==> config.mk <==
export PLATFORM = sky130hd
export DESIGN_NAME = vblank_access_arbiter
export DESIGN_NICKNAME = d
export VERILOG_FILES = /design/src/rtl/vga_pkg.sv /design/src/rtl/rr_pick.sv /design/src/rtl/vblank_access_arbiter.sv
export SDC_FILE = /design/constraint.sdc
export NUM_CORES = 1
export LEC_CHECK = 0
export BUFFER_PORTS_ARGS = -buffer_cell sky130_fd_sc_hd__buf_4
export CORE_UTILIZATION = 56
export CTS_BUF_LIST = sky130_fd_sc_hd__clkbuf_16
export CTS_CLUSTER_SIZE = 14
export DETAILED_ROUTE_END_ITERATION = 8
export PLACE_DENSITY = 0.8
export SYNTH_ARGS = -nofsm -noshare
export SYNTH_HDL_FRONTEND = slang
export SYNTH_SLANG_ARGS = --single-unit
==> constraint.sdc <==
create_clock -name clk -period 2.8 [get_ports clk]
set_input_delay 0.14 -clock clk [delete_from_list [all_inputs] [get_ports clk]]
set_output_delay 0.14 -clock clk [all_outputs]
set_load 0.005 [all_outputs]
==> src/rtl/vga_pkg.sv <==
// vga_pkg: VGA timing constants and the vblank arbiter state encoding.
// Shared by the sync generator and the vblank access arbiter.
package vga_pkg;

    localparam int HD      = 640;
    localparam int H_TOTAL = 800;
    localparam int VD      = 480;
    localparam int V_TOTAL = 525;

    typedef enum logic [1:0] {
        WAIT  = 2'd0,
        ARB   = 2'd1,
        GRANT = 2'd2
    } arb_state_t;

    // Access window: first blank line up to the guard band before wrap.
    function automatic logic in_vblank_window(
        input logic [9:0] y,
        input int         vd,
        input int         vtot,
        input int         guard
    );
        int yi;
        yi = int'(y);
        return (yi >= vd) && (yi < vtot - guard);
    endfunction

endpackage

==> src/rtl/rr_pick.sv <==
// rr_pick: combinational round-robin picker.
// Returns the first set request at or after ptr, searching cyclically.
module rr_pick #(
    parameter int N  = 4,
    parameter int PW = (N > 1) ? $clog2(N) : 1
) (
    input  logic [N-1:0]  i_req,
    input  logic [PW-1:0] i_ptr,
    output logic [N-1:0]  o_pick,
    output logic          o_valid
);

    logic [N-1:0] w_rot;
    logic [N-1:0] w_lo;

    // Rotate requests so that position ptr lands on bit 0.
    always_comb begin
        w_rot = '0;
        for (int i = 0; i < N; i++) begin
            w_rot[i] = i_req[PW'((i + int'(i_ptr)) % N)];
        end
    end

    // Lowest set bit of the rotated vector is the winner.
    assign w_lo = w_rot & (~w_rot + N'(1));

    // Rotate the one-hot winner back to requester numbering.
    always_comb begin
        o_pick = '0;
        for (int i = 0; i < N; i++) begin
            o_pick[PW'((i + int'(i_ptr)) % N)] = w_lo[i];
        end
    end

    assign o_valid = |i_req;

endmodule

==> src/rtl/vblank_access_arbiter.sv <==
// vblank_access_arbiter: round-robin access grants that are only issued
// during vertical blanking, with hold timeout and frame counter.
module vblank_access_arbiter #(
    parameter int N_REQ       = 4,
    parameter int VD          = vga_pkg::VD,
    parameter int V_TOTAL     = vga_pkg::V_TOTAL,
    parameter int GUARD_LINES = 2,
    parameter int MAX_HOLD    = 4096
) (
    input  logic             clk,
    input  logic             reset,
    input  logic [9:0]       pixely,
    input  logic [N_REQ-1:0] req,
    input  logic [N_REQ-1:0] done,
    output logic [N_REQ-1:0] grant,
    output logic             window,
    output logic             busy,
    output logic             timeout,
    output logic             revoked,
    output logic [7:0]       frame_cnt
);
    import vga_pkg::*;

    localparam int PW = (N_REQ > 1) ? $clog2(N_REQ) : 1;
    localparam int HW = $clog2(MAX_HOLD);
    localparam logic [PW-1:0] LAST_IDX = PW'(N_REQ - 1);
    localparam logic [HW-1:0] HOLD_END = HW'(MAX_HOLD - 1);

    arb_state_t       r_state;
    logic [N_REQ-1:0] r_grant;
    logic [PW-1:0]    r_gidx;
    logic [PW-1:0]    r_ptr;
    logic [HW-1:0]    r_hold;
    logic             r_window;
    logic             r_timeout;
    logic             r_revoked;
    logic [7:0]       r_frame;

    logic             w_win_cond;
    logic [N_REQ-1:0] w_pick;
    logic             w_pick_vld;
    logic [PW-1:0]    w_pick_idx;
    logic [PW-1:0]    w_next_ptr;

    assign w_win_cond = in_vblank_window(pixely, VD, V_TOTAL, GUARD_LINES);

    rr_pick #(
        .N  (N_REQ),
        .PW (PW)
    ) u_pick (
        .i_req   (req),
        .i_ptr   (r_ptr),
        .o_pick  (w_pick),
        .o_valid (w_pick_vld)
    );

    // Encode the one-hot pick into the grantee index.
    always_comb begin
        w_pick_idx = '0;
        for (int i = 0; i < N_REQ; i++) begin
            if (w_pick[i]) w_pick_idx = PW'(i);
        end
    end

    assign w_next_ptr = (r_gidx == LAST_IDX) ? '0 : r_gidx + PW'(1);

    // Register the window and count frames on its rising edge.
    always_ff @(posedge clk or negedge reset) begin
        if (!reset) begin
            r_window <= 1'b0;
            r_frame  <= '0;
        end else begin
            r_window <= w_win_cond;
            if (w_win_cond && !r_window) r_frame <= r_frame + 8'd1;
        end
    end

    // Arbitration FSM with hold counter, pointer and release pulses.
    always_ff @(posedge clk or negedge reset) begin
        if (!reset) begin
            r_state   <= WAIT;
            r_grant   <= '0;
            r_gidx    <= '0;
            r_ptr     <= '0;
            r_hold    <= '0;
            r_timeout <= 1'b0;
            r_revoked <= 1'b0;
        end else begin
            r_timeout <= 1'b0;
            r_revoked <= 1'b0;
            unique case (r_state)
                WAIT: begin
                    if (r_window) r_state <= ARB;
                end
                ARB: begin
                    if (!r_window) begin
                        r_state <= WAIT;
                    end else if (w_pick_vld) begin
                        r_grant <= w_pick;
                        r_gidx  <= w_pick_idx;
                        r_hold  <= '0;
                        r_state <= GRANT;
                    end
                end
                GRANT: begin
                    if (!r_window) begin
                        r_grant   <= '0;
                        r_revoked <= 1'b1;
                        r_ptr     <= w_next_ptr;
                        r_state   <= WAIT;
                    end else if (done[r_gidx] || !req[r_gidx]) begin
                        r_grant <= '0;
                        r_ptr   <= w_next_ptr;
                        r_state <= ARB;
                    end else if (r_hold == HOLD_END) begin
                        r_grant   <= '0;
                        r_timeout <= 1'b1;
                        r_ptr     <= w_next_ptr;
                        r_state   <= ARB;
                    end else begin
                        r_hold <= r_hold + HW'(1);
                    end
                end
                default: begin
                    r_grant <= '0;
                    r_state <= WAIT;
                end
            endcase
        end
    end

    assign grant     = r_grant;
    assign window    = r_window;
    assign busy      = |r_grant;
    assign timeout   = r_timeout;
    assign revoked   = r_revoked;
    assign frame_cnt = r_frame;

endmodule

* After elaboration in Yosys (flattened, before gate mapping)
Index checks and enable logic that the tools add are counted.
** Storage, ports and cells
- Register bits after elaboration :: 33
- Logic and storage cells :: 121
- Output and inout port bits :: 16
- RAM bits :: 0
- Bits in read-only memories :: 0
- Memories :: 0
- Bits of input ports :: 20
- Latch bits :: 0
** Cells by class
- Equality and inequality tests :: 13
- Reductions and logical operators :: 18
- $add $sub $neg :: 7
- Shifts and indexed selects :: 0
- $lt $le $gt $ge :: 11
- Multiply operators :: 0
- Bitwise operators :: 4
- Multiplexer cells :: 59
- Div/mod/pow operators :: 0
** Operators with widths (count)
- $mux 12 :: 5
- $mux 2 :: 12
- $pmux 12 s2 :: 1
- $mux 1 :: 21
- $mux 4 :: 5
- $lt 2x4->1 const B :: 4
- $add 12x1->12 const B :: 1
- $bmux 1 s2 :: 6
- $bwmux 4 :: 3
- $eq 12x12->1 const B :: 1
- $pmux 4 s3 :: 1
- $ge 10x9->1 const B :: 1
- $lt 10x10->1 const B :: 1
- $ne 2x2->1 const B :: 5
- $add 8x1->8 const B :: 1
- $and 4x4->4 :: 2
- $demux 1 s2 :: 4
- $ge 2x1->1 const B :: 4
- $reduce_or 4->1 :: 2
- $logic_and 1x1->1 :: 6
- $pmux 2 s3 :: 1
- $reduce_and 3->1 :: 2
- $reduce_and 6->1 :: 1
- $add 2x2->2 const A :: 2
- 18 further kinds :: 20

* Depth between registers and ports, before layout
Gate-level depths: netlist (run 1).
- Depth after elaboration :: 14
- Mapped depth :: 10
- Gate-level depth less buffers :: 8

* Hierarchy
A second synthesis (run 1) with hierarchy kept.
** Second synthesis, totals
- Cell total of the unflattened synthesis :: 215
- Area, all modules :: 2167.1 sq um
** Modules (own cells, without submodules)
- vblank_access_arbiter :: area an instance 1735.4 sq um, cells each 167, sequential area each 825.8 sq um, instances 1
- rr_pick :: area an instance 431.7 sq um, cells each 48, sequential area each 0.0 sq um, instances 1

* Least setup slack after synthesis (run 1)
OpenSTA, ideal clock, no wires.
- Path type :: flip-flop to flip-flop
- From :: register r_ptr[0]
- To :: register r_gidx[0]
- Library setup time :: 0.138 ns
- Path buffers :: 2
- Cell stages (with the launch flop) :: 11
- Slack :: 0.353 ns
- Data required time :: 2.662 ns
- Arrival time :: 2.310 ns
- Clock period less this slack :: 2.447 ns
- Path through :: dfrtp_1 buf_6 inv_1 ha_1 buf_6 mux4_2 nor2b_4 a221o_1 o211ai_1 a221o_1 a31oi_1
** Between the ends
- Cells in the longest elaborated chain, start to end :: 13
- Elaborated cells on any way between the ends :: 45
- Those cells by class :: add/sub (4); order compare (8); mux (26); bitwise (3); reduce/logical (4)
** Ends and longest elaborated chain
- start: declaration :: RTL line vblank_access_arbiter.sv:32 : logic [PW-1:0] r_ptr;
- start signal: assignment :: RTL line vblank_access_arbiter.sv:109 : r_ptr <= w_next_ptr;
- start signal: assignment :: RTL line vblank_access_arbiter.sv:113 : r_ptr <= w_next_ptr;
- start signal: assignment :: RTL line vblank_access_arbiter.sv:118 : r_ptr <= w_next_ptr;
- $add 1x2->2 or $bmux 1 s2 (tied branches) :: RTL line rr_pick.sv:20, rr_pick.sv:31
- $bmux 1 s2 or $mux 1 (tied branches) :: RTL line rr_pick.sv:20 : w_rot[i] = i_req[PW'((i + int'(i_ptr)) % N)];
- $mux 1 (implied by the code) :: RTL line rr_pick.sv:20
- $mux 1 (implied by the code) or $not 4->4 (tied branches) :: RTL line rr_pick.sv:20, rr_pick.sv:25
- $not 4->4 or $add 4x1->4 (tied branches) :: RTL line rr_pick.sv:25 : assign w_lo = w_rot & (~w_rot + N'(1));
- $add 4x1->4 or $and 4x4->4 (tied branches) :: RTL line rr_pick.sv:25
- $and 4x4->4, on equally long branches
- $bwmux 4 (2 in series) :: RTL line rr_pick.sv:31 : o_pick[PW'((i + int'(i_ptr)) % N)] = w_lo[i];
- $bwmux 4 * :: RTL line rr_pick.sv:31
- $mux 1 :: RTL line vblank_access_arbiter.sv:61 : if (w_pick[i]) w_pick_idx = PW'(i);
- $mux 2 :: RTL line vblank_access_arbiter.sv:61
- $mux 2 * :: RTL line vblank_access_arbiter.sv:61
- end signal: assignment :: RTL line vblank_access_arbiter.sv:100 : r_gidx <= w_pick_idx;
- end: declaration :: RTL line vblank_access_arbiter.sv:31 : logic [PW-1:0] r_gidx;
Mark *: on every way between the ends. The rest lies on a longest branch, timed or not. The select of a mux whose other input is x is not followed.
A chain may end at the register's enable or synchronous reset.

* Final worst setup path (run 1)
- From :: register r_ptr[1]
- To :: register r_gidx[1]
** Between the ends
- Cells in the longest elaborated chain, start to end :: 12
- Elaborated cells on any way between the ends :: 44
- Those cells by class :: add/sub (4); order compare (8); mux (25); bitwise (3); reduce/logical (4)
** Ends and longest elaborated chain (RTL line)
- $add 1x2->2 or $bmux 1 s2 (tied branches) :: rr_pick.sv:20, rr_pick.sv:31
- $bmux 1 s2 or $mux 1 (tied branches) :: rr_pick.sv:20
- $mux 1 (implied by the code) :: rr_pick.sv:20
- $mux 1 (implied by the code) or $not 4->4 (tied branches) :: rr_pick.sv:20, rr_pick.sv:25
- $not 4->4 or $add 4x1->4 (tied branches) :: rr_pick.sv:25
- $add 4x1->4 or $and 4x4->4 (tied branches) :: rr_pick.sv:25
- $and 4x4->4, on equally long branches
- $bwmux 4 (2 in series) :: rr_pick.sv:31
- $bwmux 4 * :: rr_pick.sv:31
- $mux 2 :: vblank_access_arbiter.sv:61
- $mux 2 * :: vblank_access_arbiter.sv:61
Marks and branches as above.

==> results of run 1 <==
-- cell families (layout without fill, tap and decap cells) --
| group | Yosys count | in the layout | synth area share |
|---|---|---|---|
| DFF | 33 | 33 | 0.396 |
| and+or+nand+nor | 95 | 95 | 0.242 |
| muxes | 6 | 6 | 0.0480 |
| adders and majority gates | 9 | 9 | 0.0540 |
| buffers and inverters | 20 | 58 | 0.0576 |
| AOI/OAI and AO/OA | 41 | 41 | 0.140 |
| xor gates and xnor gates | 15 | 15 | 0.0630 |
-- through the flow --
step	worst slack [ns]	cells	util
finish	0.363	303	0.726
global route	0.213	303	0.726
CTS	0.371	303	0.726
detailed placement	0.371	294	0.683
global placement	0.513	294	0.683
floorplan	0.353	219	-
-- worst max-delay path, cell delays in order, from the launching register on --
cell and delay [ns]:
dfrtp_1 0.34, inv_1 0.09, ha_1 0.43, mux4_2 0.58, or3_4 0.42, a22oi_1 0.19, a31oi_1 0.11, a31oi_1 0.21
-- registers in the layout, summed over array words and instances (netlist names) --
| name | flops |
|---|---|
| r_state | 2 |
| window | 1 |
| revoked | 1 |
| frame_cnt | 8 |
| r_gidx | 2 |
| grant | 4 |
| r_ptr | 2 |
| timeout | 1 |
| r_hold | 12 |
-- final timing paths --
| check | startpoint | end | slack (ns) |
|---|---|---|---|
| setup / recovery | r_ptr[1] | r_gidx[1] | 0.36 |
| hold / removal | pixely[9] | window | 0.16 |
| setup reg to reg | r_ptr[1] | r_gidx[1] | 0.36 |
| hold reg to reg | frame_cnt[7] | frame_cnt[7] | 0.49 |
| max in group asynchronous | reset | r_hold[11] | 2.16 |
| min in group asynchronous | reset | r_hold[2] | 0.34 |
-- Yosys cell counts, drive strengths merged, types with 4 or more instances --
master,n,share of area
o21ai,11,0.026
nor2b,7,0.025
or3,4,0.014
nor3,6,0.014
nor2,18,0.032
xnor2,14,0.059
nand3,12,0.029
clkbuf,4,0.017
buf,5,0.020
dfrtp,33,0.40
a31oi,4,0.012
nand2,24,0.043
ha,9,0.054
a21oi,5,0.012
inv,11,0.020
nand4,4,0.015
-- layer usage --
metal	wire length [µm]	track usage
met5	0	0
met4	59	0.0901
met3	357	0.0657
met2	2080	0.410
met1	2020	0.349
-- layout make-up --
cell class	instances	area, µm²	area share
Multi-Input combinational cell	166	1140	0.456
Sequential cell	33	826	0.330
Timing Repair Buffer	39	295	0.118
Clock buffer	5	125	0.0501
Tap cell	46	57.6	0.0230
Inverter	11	41.3	0.0165
Clock inverter	3	13.8	0.00551
-- power by group through the flow --
stage | combinational [µW] | clock (µW) | sequential, µW
global placement | 185 | 0 | 539
detailed placement | 191 | 0 | 538
floorplan | 108 | 0 | 539
finish | 192 | 509 | 533
CTS | 193 | 510 | 533
global route | 215 | 533 | 538
==> reports/qor.txt, run 1 <==
status -> complete, no violations
Detail Route Antenna Nets -> 0
Initial DRT Pass Iterations -> 4
clk slew on worst S/H paths -> 0.05 ns
H-tree levels -> 2
mean post-synth cell area -> 9.52 µm²
Worst Path Arrival -> 2.63 ns
synthesis-to-layout area growth -> 19.8%
setup bufs post-CTS -> 0
synth warn -> 0
Pwr Density -> 494 nW/µm²
final setup fails -> 0
Final Net Count -> 285
Ports -> 36
largest net degree at the start of global routing -> 34
Max clock buf depth -> 2
CTS tree -> done
leakage power -> 0.00116 µW
sequential power share -> 0.432
Max IR drop VDD -> 0.000453 V
CTS resizes -> 0
final worst-path cycle share -> 0.870
Post-Route Setup TNS -> 0 ns
Psw -> 306 µW
Max Cap Viol -> 0
DR vias -> 1807
hold depth -> 3
routability cong. -> 0.989
grt ovf -> 0
most frequent cells in the layout -> buf_4 (38), dfrtp_1 (33), nand2_1 (24)
Max FO, Critical Path -> 8
Rel. slew slack -> 0.616
Layout fillers -> 251
Post-synth EDFFs -> 0
antenna cells -> 0
switching part of the total power -> 0.248
Slew Viols, Final -> 0
clock group share of total power -> 0.412
Sink Count -> 33
final instance area -> 2500 µm²
share of layout cells above drive strength 1 -> 0.233
IO buf count -> 35
wire length per cell -> 14.9 µm
CTS Buf Count -> 5
Clock Skew -> 0.00451 ns
Comb power frac -> 0.156
fraction of registers with async set/reset -> 1.00
cell count after synthesis -> 219
initial DRC count -> 138
worst hold path class -> input pin to register
placed wire-length estimate -> 3230 µm
measured slew at the worst slew-check pin -> 0.574 ns
initial antenna violation count -> 0
DP Area -> 2350 µm²
crit end category -> register
die width -> 63.0 µm
GRT Total Usage -> 0.261
Final Hold Viols -> 0
Hold WS -> 0.161 ns
hold_buf cts -> 1
first-pass GRT wire length -> 8050 µm
height of the die -> 63.0 µm
starting density of the core -> 0.606
vias in the first global route -> 1747
final WL -> 4520 µm
worst-case reg-to-reg path depth -> 7
Syn Std Cell Area -> 2090 µm²
Cell variety after synth -> 54
internal power -> 928 µW
Rows -> 21
Period minus WS final -> 2.44 ns
prevailing post-synth register cell -> dfrtp_1
commonest non-fill, non-tap cell in the layout -> buf_4
clk_lat worst skew -> 0.28 ns
die area -> 3970 µm²
DRC -> 0
Root Buffer -> clkbuf_16
Seq/Total Area, Yosys -> 0.396
Core Region -> 3440 µm²
Max Freq -> 410 MHz
syn nets -> 248
Synth Register Bits -> 33
vias per cell -> 5.96
Tot Pwr -> 1230 µW
unrepaired setup endpoints after global routing -> no
Startpoint Class -> register
Worst EP required -> 2.99 ns
kind of critical path -> register to register
Note: power is estimated with default switching activity, not from simulation.
==> run 2, diff against run 1 <==
- CELL_PAD_IN_SITES_DETAIL_PLACEMENT: not set -> 0
- CELL_PAD_IN_SITES_GLOBAL_PLACEMENT: not set -> 2
- CORE_UTILIZATION: 56 -> 30
- PLACE_DENSITY: 0.8 -> not set
- PLACE_DENSITY_LB_ADDON: not set -> 0.1
==> reports/qor.txt, run 2 (synthesis gave the netlist of run 1 again) <==
CTS Buf Count -> 5 (unchanged)
antenna cells -> 0 (unchanged)
Critical Path Slowest Stage Cell -> mux4_2
register with the most flip-flops -> r_hold
initial DRC count -> 75 (-46%)
IO buf count -> 35 (unchanged)
Worst EP required -> 2.99 ns (about the same)
clk slew on worst S/H paths -> 0.05 ns (about the same)
commonest non-fill, non-tap cell in the layout -> buf_4
vias per cell -> 5.18 (-13%)
Final Net Count -> 287 (+0.70%)
CP cell instances -> inv_1 > ha_1 > mux4_2 > or3_4 > a22oi_1 > a31oi_1 > a31oi_1
wire length per cell -> 14.1 µm (-5.2%)
largest net degree at the start of global routing -> 34 (unchanged)
initial antenna violation count -> 0 (unchanged)
Tot Pwr -> 1240 µW (+0.33%)
H-tree levels -> 2 (unchanged)
CTS tree -> done
Detail Route Antenna Nets -> 0 (unchanged)
multi-input logic area -> 1140 µm² (unchanged)
Startpoint Class -> register
final setup fails -> 0 (unchanged)
DR vias -> 1756 (-2.8%)
synthesis-to-layout area growth -> 22.6%
Sink Count -> 33 (unchanged)
Core Region -> 6760 µm² (+96%)
Max clock buf depth -> 2 (unchanged)
max reg flops -> 12 (unchanged)
Ports -> 36 (unchanged)
Layout fillers -> 694 (+180%)
vias in the first global route -> 1562 (-11%)
die width -> 85.4 µm (+35%)
final WL -> 4790 µm (+6.1%)
measured slew at the worst slew-check pin -> 0.654 ns (+0.0793 ns)
Post-Route Setup TNS -> 0 ns (unchanged)
Final Hold Viols -> 0 (unchanged)
worst hold path class -> input pin to register
Root Buffer -> clkbuf_16
DRC -> 0 (unchanged)
Rows -> 30 (+43%)
die area -> 7290 µm² (+83%)
final worst-path cycle share -> 0.867 (-0.00282)
kind of critical path -> register to register
crit end category -> register
Rel. slew slack -> 0.563 (-0.0530)
routability cong. -> 0.794 (-20%)
placed wire-length estimate -> 3500 µm (+8.5%)
peak per-stage delay on the critical path -> 0.57 ns (about the same)
unrepaired setup endpoints after global routing -> no
register area -> 826 µm² (unchanged)
Max Freq -> 412 MHz (+0.33%)
Period minus WS final -> 2.43 ns (-0.00790 ns)
Clock Skew -> 0.00241 ns (-0.00210 ns)
share of layout cells above drive strength 1 -> 0.239 (+0.00592)
Worst Path Arrival -> 2.62 ns (about the same)
first-pass GRT wire length -> 7880 µm (-2.1%)
Pwr Density -> 485 nW/µm² (-1.9%)
leakage power -> 0.00117 µW (+0.71%)
Slew Viols, Final -> 0 (unchanged)
hold_buf cts -> 1 (unchanged)
cell mode on critical path -> a31oi_1
CTS resizes -> 0 (unchanged)
grt ovf -> 0 (unchanged)
GRT Total Usage -> 0.138 (-0.123)
height of the die -> 85.4 µm (+35%)
most frequent cells in the layout -> buf_4 (40), dfrtp_1 (33), nand2_1 (24)
status -> complete, no violations
Max Cap Viol -> 0 (unchanged)
Max FO, Critical Path -> 8 (unchanged)
clk_lat worst skew -> 0.27 ns (about the same)
Initial DRT Pass Iterations -> 4 (unchanged)
final instance area -> 2560 µm² (+2.3%)
Max IR drop VDD -> 0.000288 V (-36%)
DP Area -> 2410 µm² (+2.4%)
setup bufs post-CTS -> 0 (unchanged)
starting density of the core -> 0.309 (-0.297)
## run 2: cell count changes in the layout (fill, tap and decap cells not counted)
cell,before,now
buf_4,38,40
## run 2: worst max-delay path, delay by kind of cell (launching register included)
family,cells,cell delay (ns)
adder cells (fa/ha/maj),1,0.43
AND/OR/NAND/NOR,1,0.42
multiplexers,1,0.57
flip-flops,1,0.34
buffers and inverters,1,0.08
AO/OA/AOI/OAI,3,0.51
## run 2: area by class of cell
class	count	share of cell area
Multi-Input combinational cell	166	0.446
Sequential cell	33	0.323
Timing Repair Buffer	41	0.121
Clock buffer	5	0.0489
Tap cell	80	0.0392
Inverter	11	0.0162
Clock inverter	3	0.00538
## run 2: metal layers
layer | up-vias | GRT usage | part of all wire
met5 | - | 0 | 0
met3 | 4 | 0.0467 | 0.052
li1 | 873 | - | -
met2 | 47 | 0.188 | 0.43
met1 | 832 | 0.208 | 0.51
met4 | 0 | 0.0273 | 0.0067
## run 2: where the power goes
part	switching, µW	total, µW	internal (µW)	leakage [µW]
Clock	192	514	322	0.0000748
Combinational	87.3	191	104	0.000646
Sequential	30.6	533	503	0.000451
## run 2: stage by stage
stage	instances	util	hold WS, ns	setup slack, ns
global placement	330	0.356	0.122	0.470
global route	339	0.378	0.168	0.182
finish	339	0.378	0.146	0.371
CTS	339	0.378	0.142	0.370
floorplan	219	-	-0.156	0.353
detailed placement	330	0.356	0.128	0.396
## run 2: final timing paths
check,from,endpoint,slack [ns],cells after the start
setup / recovery,r_ptr[1],r_gidx[0],0.37,7
hold / removal,pixely[9],window,0.15,3
setup reg to reg,r_ptr[1],r_gidx[0],0.37,7
hold reg to reg,frame_cnt[7],frame_cnt[7],0.48,1
max in group asynchronous,reset,r_hold[10],2.13,2
min in group asynchronous,reset,grant[2],0.36,2
